--- src/rtl/pfb_reload_arbiter.sv ---
// pfb_reload_arbiter: packet-atomic round-robin arbiter feeding the PFB coefficient reload port
// Optional set-length policing with overlong-set drain is compiled in by PFB_RELOAD_LEN_CHECK_EN.
module pfb_reload_arbiter #(
    parameter int DATA_W     = 32,
    parameter int NUM_COEFFS = 65536,
    parameter int CNT_W      = 17
) (
    input  logic              clk,
    input  logic              sync_reset,
    input  logic              s0_axis_tvalid,
    input  logic [DATA_W-1:0] s0_axis_tdata,
    input  logic              s0_axis_tlast,
    output logic              s0_axis_tready,
    input  logic              s1_axis_tvalid,
    input  logic [DATA_W-1:0] s1_axis_tdata,
    input  logic              s1_axis_tlast,
    output logic              s1_axis_tready,
    output logic              m_axis_reload_tvalid,
    output logic [DATA_W-1:0] m_axis_reload_tdata,
    output logic              m_axis_reload_tlast,
    input  logic              m_axis_reload_tready,
    output logic [1:0]        grant,
    output logic              pkt_done,
    output logic              len_err
);
    typedef enum logic [1:0] {IDLE, GNT0, GNT1, DRAIN} state_t;

    state_t state_q, state_d;
    logic   last_grant_q, last_grant_d;
    logic   pkt_done_q, pkt_done_d;
    logic   sel, pass, own, sv, sl, force_last, src_rdy;
`ifdef PFB_RELOAD_LEN_CHECK_EN
    logic             len_err_q, len_err_d;
    logic [CNT_W-1:0] cnt_q, cnt_d;
`endif

    // The beat counter must be able to reach NUM_COEFFS without wrapping
    if ((64'd1 << CNT_W) <= 64'(NUM_COEFFS)) begin : g_bad_cnt_w
        $error("CNT_W too narrow for NUM_COEFFS");
    end

    // Steer the owning source onto the reload stream; everything visible is held low in reset
    always_comb begin
        sel  = (state_q == GNT1) || (state_q == DRAIN && last_grant_q);
        pass = (state_q == GNT0) || (state_q == GNT1);
        own  = pass || (state_q == DRAIN);
        sv   = sel ? s1_axis_tvalid : s0_axis_tvalid;
        sl   = sel ? s1_axis_tlast : s0_axis_tlast;
`ifdef PFB_RELOAD_LEN_CHECK_EN
        force_last = pass && (cnt_q == CNT_W'(NUM_COEFFS - 1));
        len_err    = len_err_q && !sync_reset;
`else
        force_last = 1'b0;
        len_err    = 1'b0;
`endif
        src_rdy              = !sync_reset && own && (state_q == DRAIN || m_axis_reload_tready);
        s0_axis_tready       = src_rdy && !sel;
        s1_axis_tready       = src_rdy && sel;
        m_axis_reload_tvalid = !sync_reset && pass && sv;
        m_axis_reload_tdata  = sel ? s1_axis_tdata : s0_axis_tdata;
        m_axis_reload_tlast  = sl || force_last;
        grant                = (sync_reset || !own) ? 2'b00 : (sel ? 2'b10 : 2'b01);
        pkt_done             = pkt_done_q && !sync_reset;
    end

    // Arbitrate in IDLE (skipping the completion cycle), track the set, police its length
    always_comb begin
        state_d      = state_q;
        last_grant_d = last_grant_q;
        pkt_done_d   = 1'b0;
`ifdef PFB_RELOAD_LEN_CHECK_EN
        len_err_d    = 1'b0;
        cnt_d        = cnt_q;
`endif
        case (state_q)
            IDLE: begin
`ifdef PFB_RELOAD_LEN_CHECK_EN
                cnt_d = '0;
`endif
                if (!pkt_done_q && (s0_axis_tvalid || s1_axis_tvalid))
                    state_d = (s0_axis_tvalid && (!s1_axis_tvalid || last_grant_q)) ? GNT0 : GNT1;
            end
            GNT0, GNT1: begin
                if (sv && m_axis_reload_tready) begin
`ifdef PFB_RELOAD_LEN_CHECK_EN
                    cnt_d = cnt_q + CNT_W'(1);
`endif
                    if (sl) begin
                        state_d      = IDLE;
                        last_grant_d = sel;
                        pkt_done_d   = 1'b1;
`ifdef PFB_RELOAD_LEN_CHECK_EN
                        len_err_d    = !force_last;
`endif
                    end else if (force_last) begin
                        state_d      = DRAIN;
                        last_grant_d = sel;
                    end
                end
            end
            DRAIN: begin
                if (sv && sl) begin
                    state_d    = IDLE;
                    pkt_done_d = 1'b1;
`ifdef PFB_RELOAD_LEN_CHECK_EN
                    len_err_d  = 1'b1;
`endif
                end
            end
        endcase
    end

    // State registers with synchronous reset; source 0 wins the first tie
    always_ff @(posedge clk) begin
        if (sync_reset) begin
            state_q      <= IDLE;
            last_grant_q <= 1'b1;
            pkt_done_q   <= 1'b0;
`ifdef PFB_RELOAD_LEN_CHECK_EN
            len_err_q    <= 1'b0;
            cnt_q        <= '0;
`endif
        end else begin
            state_q      <= state_d;
            last_grant_q <= last_grant_d;
            pkt_done_q   <= pkt_done_d;
`ifdef PFB_RELOAD_LEN_CHECK_EN
            len_err_q    <= len_err_d;
            cnt_q        <= cnt_d;
`endif
        end
    end
endmodule
--- config.mk ---
export PLATFORM = sky130hd
export DESIGN_NAME = pfb_reload_arbiter
export DESIGN_NICKNAME = d
export VERILOG_FILES = /design/src/rtl/pfb_reload_arbiter.sv
export SDC_FILE = /design/constraint.sdc
export NUM_CORES = 1
export LEC_CHECK = 0
export ABC_AREA = 1
export CORE_MARGIN = 3
export CORE_UTILIZATION = 22
export DETAILED_ROUTE_END_ITERATION = 10
export GPL_TIMING_DRIVEN = 0
export PLACE_DENSITY = 0.73
export SKIP_LAST_GASP = 1
export SLEW_MARGIN = 20
export SYNTH_ARGS = -nofsm -noshare
export SYNTH_HDL_FRONTEND = slang
export SYNTH_SLANG_ARGS = --single-unit
--- constraint.sdc ---
create_clock -name clk -period 1.4 [get_ports clk]
set_input_delay 0.28 -clock clk [delete_from_list [all_inputs] [get_ports clk]]
set_output_delay 0.28 -clock clk [all_outputs]
set_load 0.05 [all_outputs]
==> results of run 1 <==
==> stage by stage <==
stage | hold slack [ns] | instance area [um2] | TNS [ns] | cells
after floorplan | 0.4116 | 1434 | -4.163 | 173
after global placement | 0.5099 | 2582 | -35.34 | 328
after detailed placement | 0.5132 | 2582 | -35.68 | 328
after CTS | 0.5350 | 3127 | -16.90 | 347
after global routing | 0.5913 | 3318 | -21.55 | 351
final | 0.5902 | 3318 | -19.76 | 351
==> logic make-up (layout without fill, tap and decap cells) <==
logic type / count (synthesis) / in the layout / share of synthesized area
flip-flops: 4 / 4 / 0.09923
AND/OR/NAND/NOR: 136 / 136 / 0.6760
buffers and inverters: 22 / 154 / 0.1209
AO/OA/AOI/OAI: 6 / 6 / 0.03721
adder cells (fa/ha/maj): 4 / 4 / 0.06202
other: 1 / 1 / 0.004647
==> cells in the mapped netlist <==
cell / count
o21ai_0: 4
inv_2: 1
conb_1: 1
nand2_1: 108
nor2_1: 12
nand2_4: 1
nor3_1: 1
inv_1: 13
a21oi_1: 2
dfxtp_1: 4
nor2_2: 1
ha_1: 4
nand2_2: 6
buf_2: 6
buf_4: 2
nand3_1: 7
==> sequential cells by signal (all words and copies together), names as in the netlist <==
signal,count
last_grant_q,1
pkt_done_q,1
state_q,2
==> how the worst max path moves through the flow <==
stage	end	slack [ns]	cells past startpoint
after CTS	m_axis_reload_tdata[8]	-0.49	11
after global routing	m_axis_reload_tdata[13]	-0.59	9
after detailed placement	s1_axis_tready	-1.14	5
after global placement	s1_axis_tready	-1.11	5
final	m_axis_reload_tdata[13]	-0.55	9
after floorplan	s1_axis_tready	-0.18	5
==> layout make-up <==
cell class / instances / area [um2]
Tap cell: 46 / 57.56
Inverter: 14 / 87.58
Buffer: 7 / 105.1
Clock buffer: 4 / 45.04
Timing Repair Buffer: 129 / 1488
Fill cell: 71 / 123.9
Multi-Input combinational cell: 147 / 1448
Sequential cell: 4 / 87.58
==> timing repair <==
action / CTS / global route
resized for setup: 352 / 34
gates cloned: 2 / 0
buffers inserted: 13 / 5
hold buffers: 0 / 0
pin swaps: 11 / 15
setup endpoints to repair: 41 / 42
==> routing by layer <==
| layer | share of wire | up-vias |
|---|---|---|
| li1 | - | 779 |
| met1 | 0.31 | 834 |
| met2 | 0.55 | 112 |
| met3 | 0.066 | 42 |
| met4 | 0.075 | 0 |
| met5 | 0 | - |
==> power groups by stage <==
| stage | clock network [mW] | logic (mW) | registers [mW] |
|---|---|---|---|
| 3_5_place_dp | 0 | 6.00 | 0.214 |
| 6_report | 0.272 | 8.43 | 0.233 |
| 5_1_grt | 0.282 | 8.71 | 0.233 |
| 3_3_place_gp | 0 | 5.95 | 0.213 |
| 4_1_cts | 0.272 | 7.62 | 0.222 |
| 2_1_floorplan | 0 | 4.54 | 0.206 |
==> cell usage in the layout (no fill, tap or decap), types with 3 or more instances in the layout <==
cell             count
buf_12               4
buf_4               14
buf_6               10
buf_8               36
clkbuf_8             3
clkdlybuf4s50_1     69
ha_4                 4
inv_1                7
inv_2                3
nand2_1             31
nand2_2             19
nand2_4             47
nand2_8             18
nand3_1              4
nor2_1               7
nor2_4               5
==> worst min-delay path: stages, from the launching register on <==
cell	delay, ns
dfxtp_4	0.39
nor2_1	0.07
nor2_1	0.09
==> key figures, run 1 <==
Worst setup path
  • Critical-path cell list: ha_4 > nand2_4 > nand2_4 > buf_12 > clkinv_16 > buf_12 > nand2_2 > nand2_4 > buf_8
  • Worst r2r path cells: 15
  • CP Capture Type: output pin
  • Crit path max-delay cell type: dfxtp_4
  • Crit-path max FO: 10
  • R2r setup slk: -0.45 ns
  • Worst Path Buf+Inv: 4
  • CP peak stage delay: 0.39 ns
  • WS Path Type: reg2out
  • Crit path DAT: 1.67 ns
  • Most common cell on crit path: nand2_4
  • FF-to-FF Start: state_q[0]
  • Capture point of the worst reg-to-reg path: state_q[1]
  • Crit path max-delay family: buffers and inverters
  • CP startpoint: state_q[1]
  • Critical path launch point type: flip-flop
  • Worst Path Required: roughly 1.1 ns

Finish
  • Layout area overhead: 311.2%
  • Share of cells above drive strength 1: 0.5869
  • Nets@finish: approximately 380
  • Diode count: 0
  • Post-layout util: 0.9640

Power and ir drop
  • Share of total power in sequential cells: 0.026
  • Pwr Total: between 8 and 9 mW
  • NetSw: 5.097 mW
  • Logic pwr share: 0.943
  • Max IR drop VDD: 0.001983 V
  • PwrDens: approximately 2700 nW/um2
  • P_int: 3.842 mW
  • Leakage: 1.446 nW
  • Sw Share: 0.5702
  • Clock power frac: 0.030

Drt
  • Final wirelength: 7744 um
  • Routed Antenna Nets: 0
  • Vias post-DR: 1,767
  • Drt drc: 0
  • Routed length per instance: 22.06 um
  • Vias per cell: a little over 5
  • Iteration count of the initial detailed-routing pass: 4
  • Iteration-0 DRC Markers: approximately 60

Clock network
  • Clock tree buffer depth: 2
  • CTS clock-pin slew for the worst setup and hold paths: 0.04 ns
  • Clock latency on the worst-skew pair: 0.23 ns
  • CTS Buf Count: 3
  • Root Buffer: clkbuf_8
  • H-tree depth: 1
  • Clock sink total: 4
  • CTS tree: yes

Flow run
  • Max cap viols: 0

GRT
  • Total track usage: 0.2545
  • First-pass GRT wire length: ~8600 um
  • GR Util met1: 0.2447
  • Vias in the first global route: 1,760
  • GRT met2 Usage: 0.5111
  • Largest net degree at the start of global routing: 11
  • Total grt overflow: 0
  • Antenna violations before repair: 0
  • Grt peak-use layer: met2
  • Met3 Resource Use GR: 0.06408

Floorplanning
  • I/O pins: approximately 110
  • Starting density of the core: 0.2345
  • Die area: ~4400 um2
  • DIE WIDTH: 66.57 um
  • Core Box Area: 3442 um2
  • Die Ht: roughly 67 um
  • # rows: 21

Synthesis
  • Mapped Avg Cell Area: 4.665 um2
  • Post-Syn Nets: 248
  • Post-synthesis register bit count: 4
  • Area leader, netlist: nand2_1
  • Post-synthesis cell count: approximately 170
  • Share of the synthesized area in the top cell type: 0.5023
  • Library cells used by synthesis: 16
  • Netlist Area Pre-Place: roughly 810 um2
  • Sequential-to-total area share from yosys stat: 0.09922
  • Warnings from Yosys: 0
  • Synth top area cells: nand2_1 (50%), dfxtp_1 (9.9%), ha_1 (6.2%)

Worst hold path
  • Hold depth: 2
  • Min-delay src: state_q[1]
  • Hold EP: state_q[1]
  • HP Class: reg2reg

Outcome
  • Status: complete, but fails checks
  • Failing checks: negative setup slack

Timing
  • RSZ-0062 raised after global routing: true
  • Minimum clock period: roughly 1.9 ns
  • Final period util: 1.392
  • Highest clock rate: about 0.5 GHz
  • Max-slew violation count: 0
  • Hold Vio Cnt, Final: 0
  • Finish-stage setup viols: 42
  • Final worst setup slack: -0.5490 ns
  • Clock Skews: 0.01016 ns

Placed design
  • Final GP Congestion: 0.8241
  • Pre-CTS WS: -1.136 ns
  • DPL Wire Length: between 3000 and 4000 um
  • I/O Buffers: 109
(Power assumes the default switching activity.)
==> run 2, diff against run 1 <==
Settings changed: CAP_MARGIN from default to 20, REMOVE_ABC_BUFFERS from default to 1.
==> run 2 against run 1 <==
  * The run still ends with negative setup slack left
  * Critical path depth stayed put
  * Combinational power shrank 31%
  * Clock skew is 0.0093 ns lower
  * Non-clock buffer count fell by 17
  * Hold slack worse by 0.12 ns
  * Register-to-register slack improved by 0.33 ns
  * Critical endpoint is now m_axis_reload_tdata[23]
  * Highest routed layer unchanged
==> key figures, run 2 (synthesis gave the netlist of run 1 again) <==
Outcome
  • Failing checks: negative setup slack
  • Status: complete, but fails checks

Timing
  • Highest clock rate: 0.5622 GHz
  • Minimum clock period: ~1.8 ns
  • RSZ-0062 raised after global routing: true
  • Finish-stage setup viols: 42
  • Final worst setup slack: -0.3787 ns
  • Clock Skews: roughly 0.00082 ns
  • Final period util: 1.270
  • Max-slew violation count: 0
  • Hold Vio Cnt, Final: 0

GRT
  • Total track usage: 0.2071
  • First-pass GRT wire length: 6996 um
  • Antenna violations before repair: 0
  • Total grt overflow: 0
  • Largest net degree at the start of global routing: 18
  • Vias in the first global route: 1,435

Power and ir drop
  • PwrDens: 2581 nW/um2
  • Pwr Total: between 6 and 7 mW
  • NetSw: approximately 3.8 mW
  • Leakage: around 1.2 nW
  • P_int: 2.463 mW
  • Logic pwr share: 0.925
  • Clock power frac: 0.039
  • Share of total power in sequential cells: 0.036
  • Max IR drop VDD: 0.001238 V
  • Sw Share: 0.6087

Drt
  • Iteration count of the initial detailed-routing pass: 4
  • Drt drc: 0
  • Vias per cell: 4.451
  • Routed Antenna Nets: 0
  • Iteration-0 DRC Markers: 54
  • Routed length per instance: around 14 um
  • Final wirelength: between 4000 and 5000 um
  • Vias post-DR: approximately 1,500

Placed design
  • Placed standard-cell area: 1911 um2
  • I/O Buffers: roughly 110
  • Final GP Congestion: approximately 0.85
  • DPL Wire Length: 3035 um

Worst hold path
  • HP Class: in2reg
  • Min-delay src: sync_reset
  • Hold depth: 3

Finish
  • Nets@finish: 370
  • Largest registers: state_q: 2 flops, last_grant_q: 1 flops, pkt_done_q: 1 flops
  • Fill cells: 269
  • Max reg flops: 2
  • Diode count: 0
  • Most frequent cells in the layout: nand2_1 (94), clkdlybuf4s50_1 (69), buf_6 (32)
  • Most common cell after layout, fill and taps aside: nand2_1
  • Biggest register: state_q
  • Layout area overhead: 202.3%
  • Final instance area: 2440 um2
  • Share of cells above drive strength 1: 0.3311

Worst setup path
  • CP Capture Type: output pin
  • CP startpoint: state_q[0]
  • Crit path max-delay cell type: dfxtp_4
  • Critical-path cell list: inv_4 > ha_4 > inv_8 > nand2_8 > buf_12 > clkinv_16 > nand2_2 > nand2_2 > buf_6
  • Crit path DAT: around 1.5 ns
  • CP peak stage delay: approximately 0.37 ns
  • Most common cell on crit path: nand2_2
  • FF-to-FF Start: state_q[1]
  • WS Path Type: reg2out
  • Worst r2r path cells: 10
  • Crit-path max FO: 8
  • Critical path launch point type: flip-flop
  • Worst Path Required: roughly 1.1 ns

Floorplanning
  • Core Box Area: 3442 um2
  • Die Ht: 66.57 um
  • DIE WIDTH: 66.57 um
  • # rows: 21
  • Die area: between 4000 and 5000 um2
  • I/O pins: 111
  • Starting density of the core: 0.2345

Clock network
  • CTS tree: yes
  • Root Buffer: clkbuf_8
  • CTS clock-pin slew for the worst setup and hold paths: 0.03 ns
  • Clock tree buffer depth: 2
  • H-tree depth: 1
  • CTS Buf Count: 3
  • Clock sink total: 4
  • Clock latency on the worst-skew pair: 0.22 ns

Flow run
  • Max cap viols: 0
## run 2: changes by cell type in the layout (fill, tap and decap cells not counted), moves of 3 or more
cell,before,now
buf_6,10,32
nand2_2,19,11
nand2_1,31,94
inv_1,7,10
buf_4,14,9
nand2_4,47,9
nand2_8,18,5
buf_12,4,1
buf_8,36,7
nor2_4,5,2
## run 2: layer usage
metal | track usage | part of all wire
met2 | 0.3886 | 0.51
met1 | 0.2197 | 0.36
met5 | 0 | 0
met3 | 0.04890 | 0.093
met4 | 0.07868 | 0.031
## run 2: power by group through the flow
stage                     clock [mW]  combinational [mW]  sequential [mW]
after global placement             0                4.39            0.178
after global routing           0.264                6.14            0.233
final                          0.247                5.82            0.226
after CTS                      0.258                5.58            0.215
after detailed placement           0                4.39            0.179
after floorplan                    0                2.95            0.173
## run 2: per-stage QoR
stage	util	worst slack (ns)	hold WS, ns	cells	setup TNS (ns)
2_1_floorplan	-	-1.215	0.4116	165	-28.86
3_3_place_gp	0.5551	-1.712	0.5006	320	-64.52
3_5_place_dp	0.5551	-1.688	0.5074	320	-63.81
4_1_cts	0.6801	-0.3963	0.5187	339	-12.64
5_1_grt	0.7088	-0.4299	0.5295	339	-15.29
6_report	0.7088	-0.3787	0.4720	339	-12.39
## run 2: cell type report
cell class                 instances  area (um2)  share of cell area
sequential                         4       87.58             0.03590
inverter                          14       78.83             0.03231
multi-input combinational        151       872.1              0.3574
timing repair inverter             2       46.29             0.01897
timing repair buffer             119        1256              0.5149
tap                               46       57.56             0.02359
clock buffer                       3       41.29             0.01692
## run 2: critical path, delay by kind of cell, from the launching register on
family                   cells  cell delay (ns)
AND/OR/NAND/NOR              3             0.22
buffers and inverters        5             0.50
flip-flops                   1             0.37
adder cells (fa/ha/maj)      1             0.17
## run 2: timing repair
action	CTS	global route
pin swaps	9	13
gates resized for setup	324	24
setup buffers	10	0
hold buffers	0	0
setup endpoints to repair	43	43
cloned	6	0
## run 2: worst paths after layout
path	to	slack (ns)
setup reg to reg	state_q[0]	-0.12
hold / removal	last_grant_q	0.47
setup / recovery	m_axis_reload_tdata[23]	-0.38
hold reg to reg	state_q[1]	0.54
==> RTL edit, RTL diff (config.mk and constraints of run 1) <==
Reset style: asynchronous (`sync_reset`), changed in one clocked block. Comments in the files are not updated.
--- a/src/rtl/pfb_reload_arbiter.sv
+++ b/src/rtl/pfb_reload_arbiter.sv
@@ -111,7 +111,7 @@
     end
 
     // State registers with synchronous reset; source 0 wins the first tie
-    always_ff @(posedge clk) begin
+    always_ff @(posedge clk or posedge sync_reset) begin
         if (sync_reset) begin
             state_q      <= IDLE;
             last_grant_q <= 1'b1;
Behaviour: differs if sync_reset is asserted again (counterexample within 4 cycles, from zero or initial values and one cycle with sync_reset high); with sync_reset held inactive, the same outputs for 10 cycles.
==> RTL edit against run 1 <==
- critical path type unchanged
- count of clock-buffer cells in the layout unchanged
- core utilization decreased by 6.8 points
- final area decreased by 6.3%
- total power down 15%
- synthesized area grew 2.6%
- routed wire length down 19%
- worst setup slack lost 0.068 ns
- critical endpoint is now m_axis_reload_tdata[19]
- sequential cell count is the same
- the flow still finishes with violations (negative setup slack)
==> RTL edit: results (changes against run 1) <==
* Outcome: finished with violations (unchanged)
* Failing checks: negative setup slack (unchanged)
* Mapped Nets at 243 (was 248)
* GRT met2 Usage at 43.4% (was 51.1%)
* Top post-synthesis cells by area: nand2_1, dfrtp_1, inv_1, ha_1, nand2_2 (was nand2_1, dfxtp_1, ha_1, inv_1, nor2_1)
* Leakage at 1.46 nW (was 1.45 nW)
* Most frequent cells after synthesis: nand2_1, inv_1, nor2_1 (unchanged)
* Final setup vio count at 42 (unchanged)
* Post-DP Area at 2300 µm² (was 2580 µm²)
* Ys flop type: dfrtp_1 (was dfxtp_1)
* Setup TNS at -21.39 ns (was -19.76 ns)
* Final GP Congestion at 0.898 (was 0.824)
* Global routing usage on met3 at 7.65% (was 6.41%)
* Placed cells at 324 (was 328)
* Arrival @ worst endpoint at 1.74 ns (was 1.67 ns)
* Synth Instances at 169 (was 173)
* Clock skew at 0.00130 ns (was 0.0102 ns)
* Vias in the first global route at 1584 (was 1760)
* Synth async-reset ratio at 100% (was 0%)
* Slowest cell on the critical path: dfrtp_2 (was dfxtp_4)
* Initial drt markers at 65 (was 59)
* Cells on worst reg2reg path at 13 (was 15)
* Min-delay worst type: primary input to asynchronous set/reset pin (was flop to flop)
* Post-place setup slack at -1.12 ns (was -1.14 ns)
* FF-to-FF End: state_q[0] (was state_q[1])
* Power Sequential at 0.237 mW (was 0.233 mW)
* Origin of the critical flop-to-flop path: state_q[0] (unchanged)
* Worst setup margin at -0.617 ns (was -0.549 ns)
* Overall Power at 7.57 mW (was 8.94 mW)
* R2R setup slack at -0.33 ns (was -0.45 ns)
* Vias/cell at 4.78 (was 5.03)
* M1 WL at 2040 µm (was 2420 µm)
* Layout cells sized above 1 at 58.1% (was 58.7%)
* Peak supply drop at 1.67 mV (was 1.98 mV)
* Final net count at 383 (was 381)
* Routed wire length at 6300 µm (was 7740 µm)
* Total GRT Usage at 23.1% (was 25.5%)
* Met2 WL at 3350 µm (was 4240 µm)
* Detail Route met3 WL at 628 µm (was 509 µm)
* Clock share of power at 3.5% (was 3.0%)
* Slowest stage delay, CP at 0.44 ns (was 0.39 ns)
[RTL edit: cell types whose count changed in the layout (fill, tap and decap cells not counted), moves of 3 or more]
cell | before | now
nand2_8 | 18 | 1
buf_4 | 14 | 22
nand2_4 | 47 | 55
nand2_2 | 19 | 24
buf_8 | 36 | 33
nand2_1 | 31 | 34
nor2_1 | 7 | 4
[RTL edit: area by class of cell]
class | count | area (µm²) | share of cell area [%]
Buffer | 8 | 126 | 4.07
Clock buffer | 4 | 45.0 | 1.45
Inverter | 14 | 78.8 | 2.54
Multi-Input combinational cell | 143 | 1210 | 38.9
Sequential cell | 4 | 103 | 3.30
Tap cell | 46 | 57.6 | 1.85
Timing Repair Buffer | 135 | 1490 | 47.9
[RTL edit: worst max path at each step]
stage                           from                      end  cells after the start
after global placement    sync_reset           s1_axis_tready                      5
after floorplan           state_q[0]                 grant[0]                      6
after detailed placement  sync_reset           s1_axis_tready                      5
after global routing      state_q[1]  m_axis_reload_tdata[19]                      9
final                     state_q[1]  m_axis_reload_tdata[19]                      9
after CTS                 state_q[1]  m_axis_reload_tdata[15]                      9
[RTL edit: what timing repair did]
item | CTS | global route
resized for setup | 371 | 43
setup endpoints to repair | 41 | 42
hold buffers | 0 | 0
setup buffers | 18 | 7
pin swaps | 10 | 12
cloned | 3 | 0
[RTL edit: logic make-up after synthesis]
kind of cell	synth area share (%)
buffers and inverters	12.2
other	0.453
flip-flops	12.2
AO/OA/AOI/OAI	6.34
adder cells (fa/ha/maj)	4.53
AND/OR/NAND/NOR	64.2
[RTL edit: metrics by stage]
stage	hold WS, ns	utilization, %
2_1_floorplan	0.0621	-
4_1_cts	0.198	84.1
3_5_place_dp	0.505	66.2
6_report	0.204	89.6
3_3_place_gp	0.500	66.2
5_1_grt	0.220	89.6
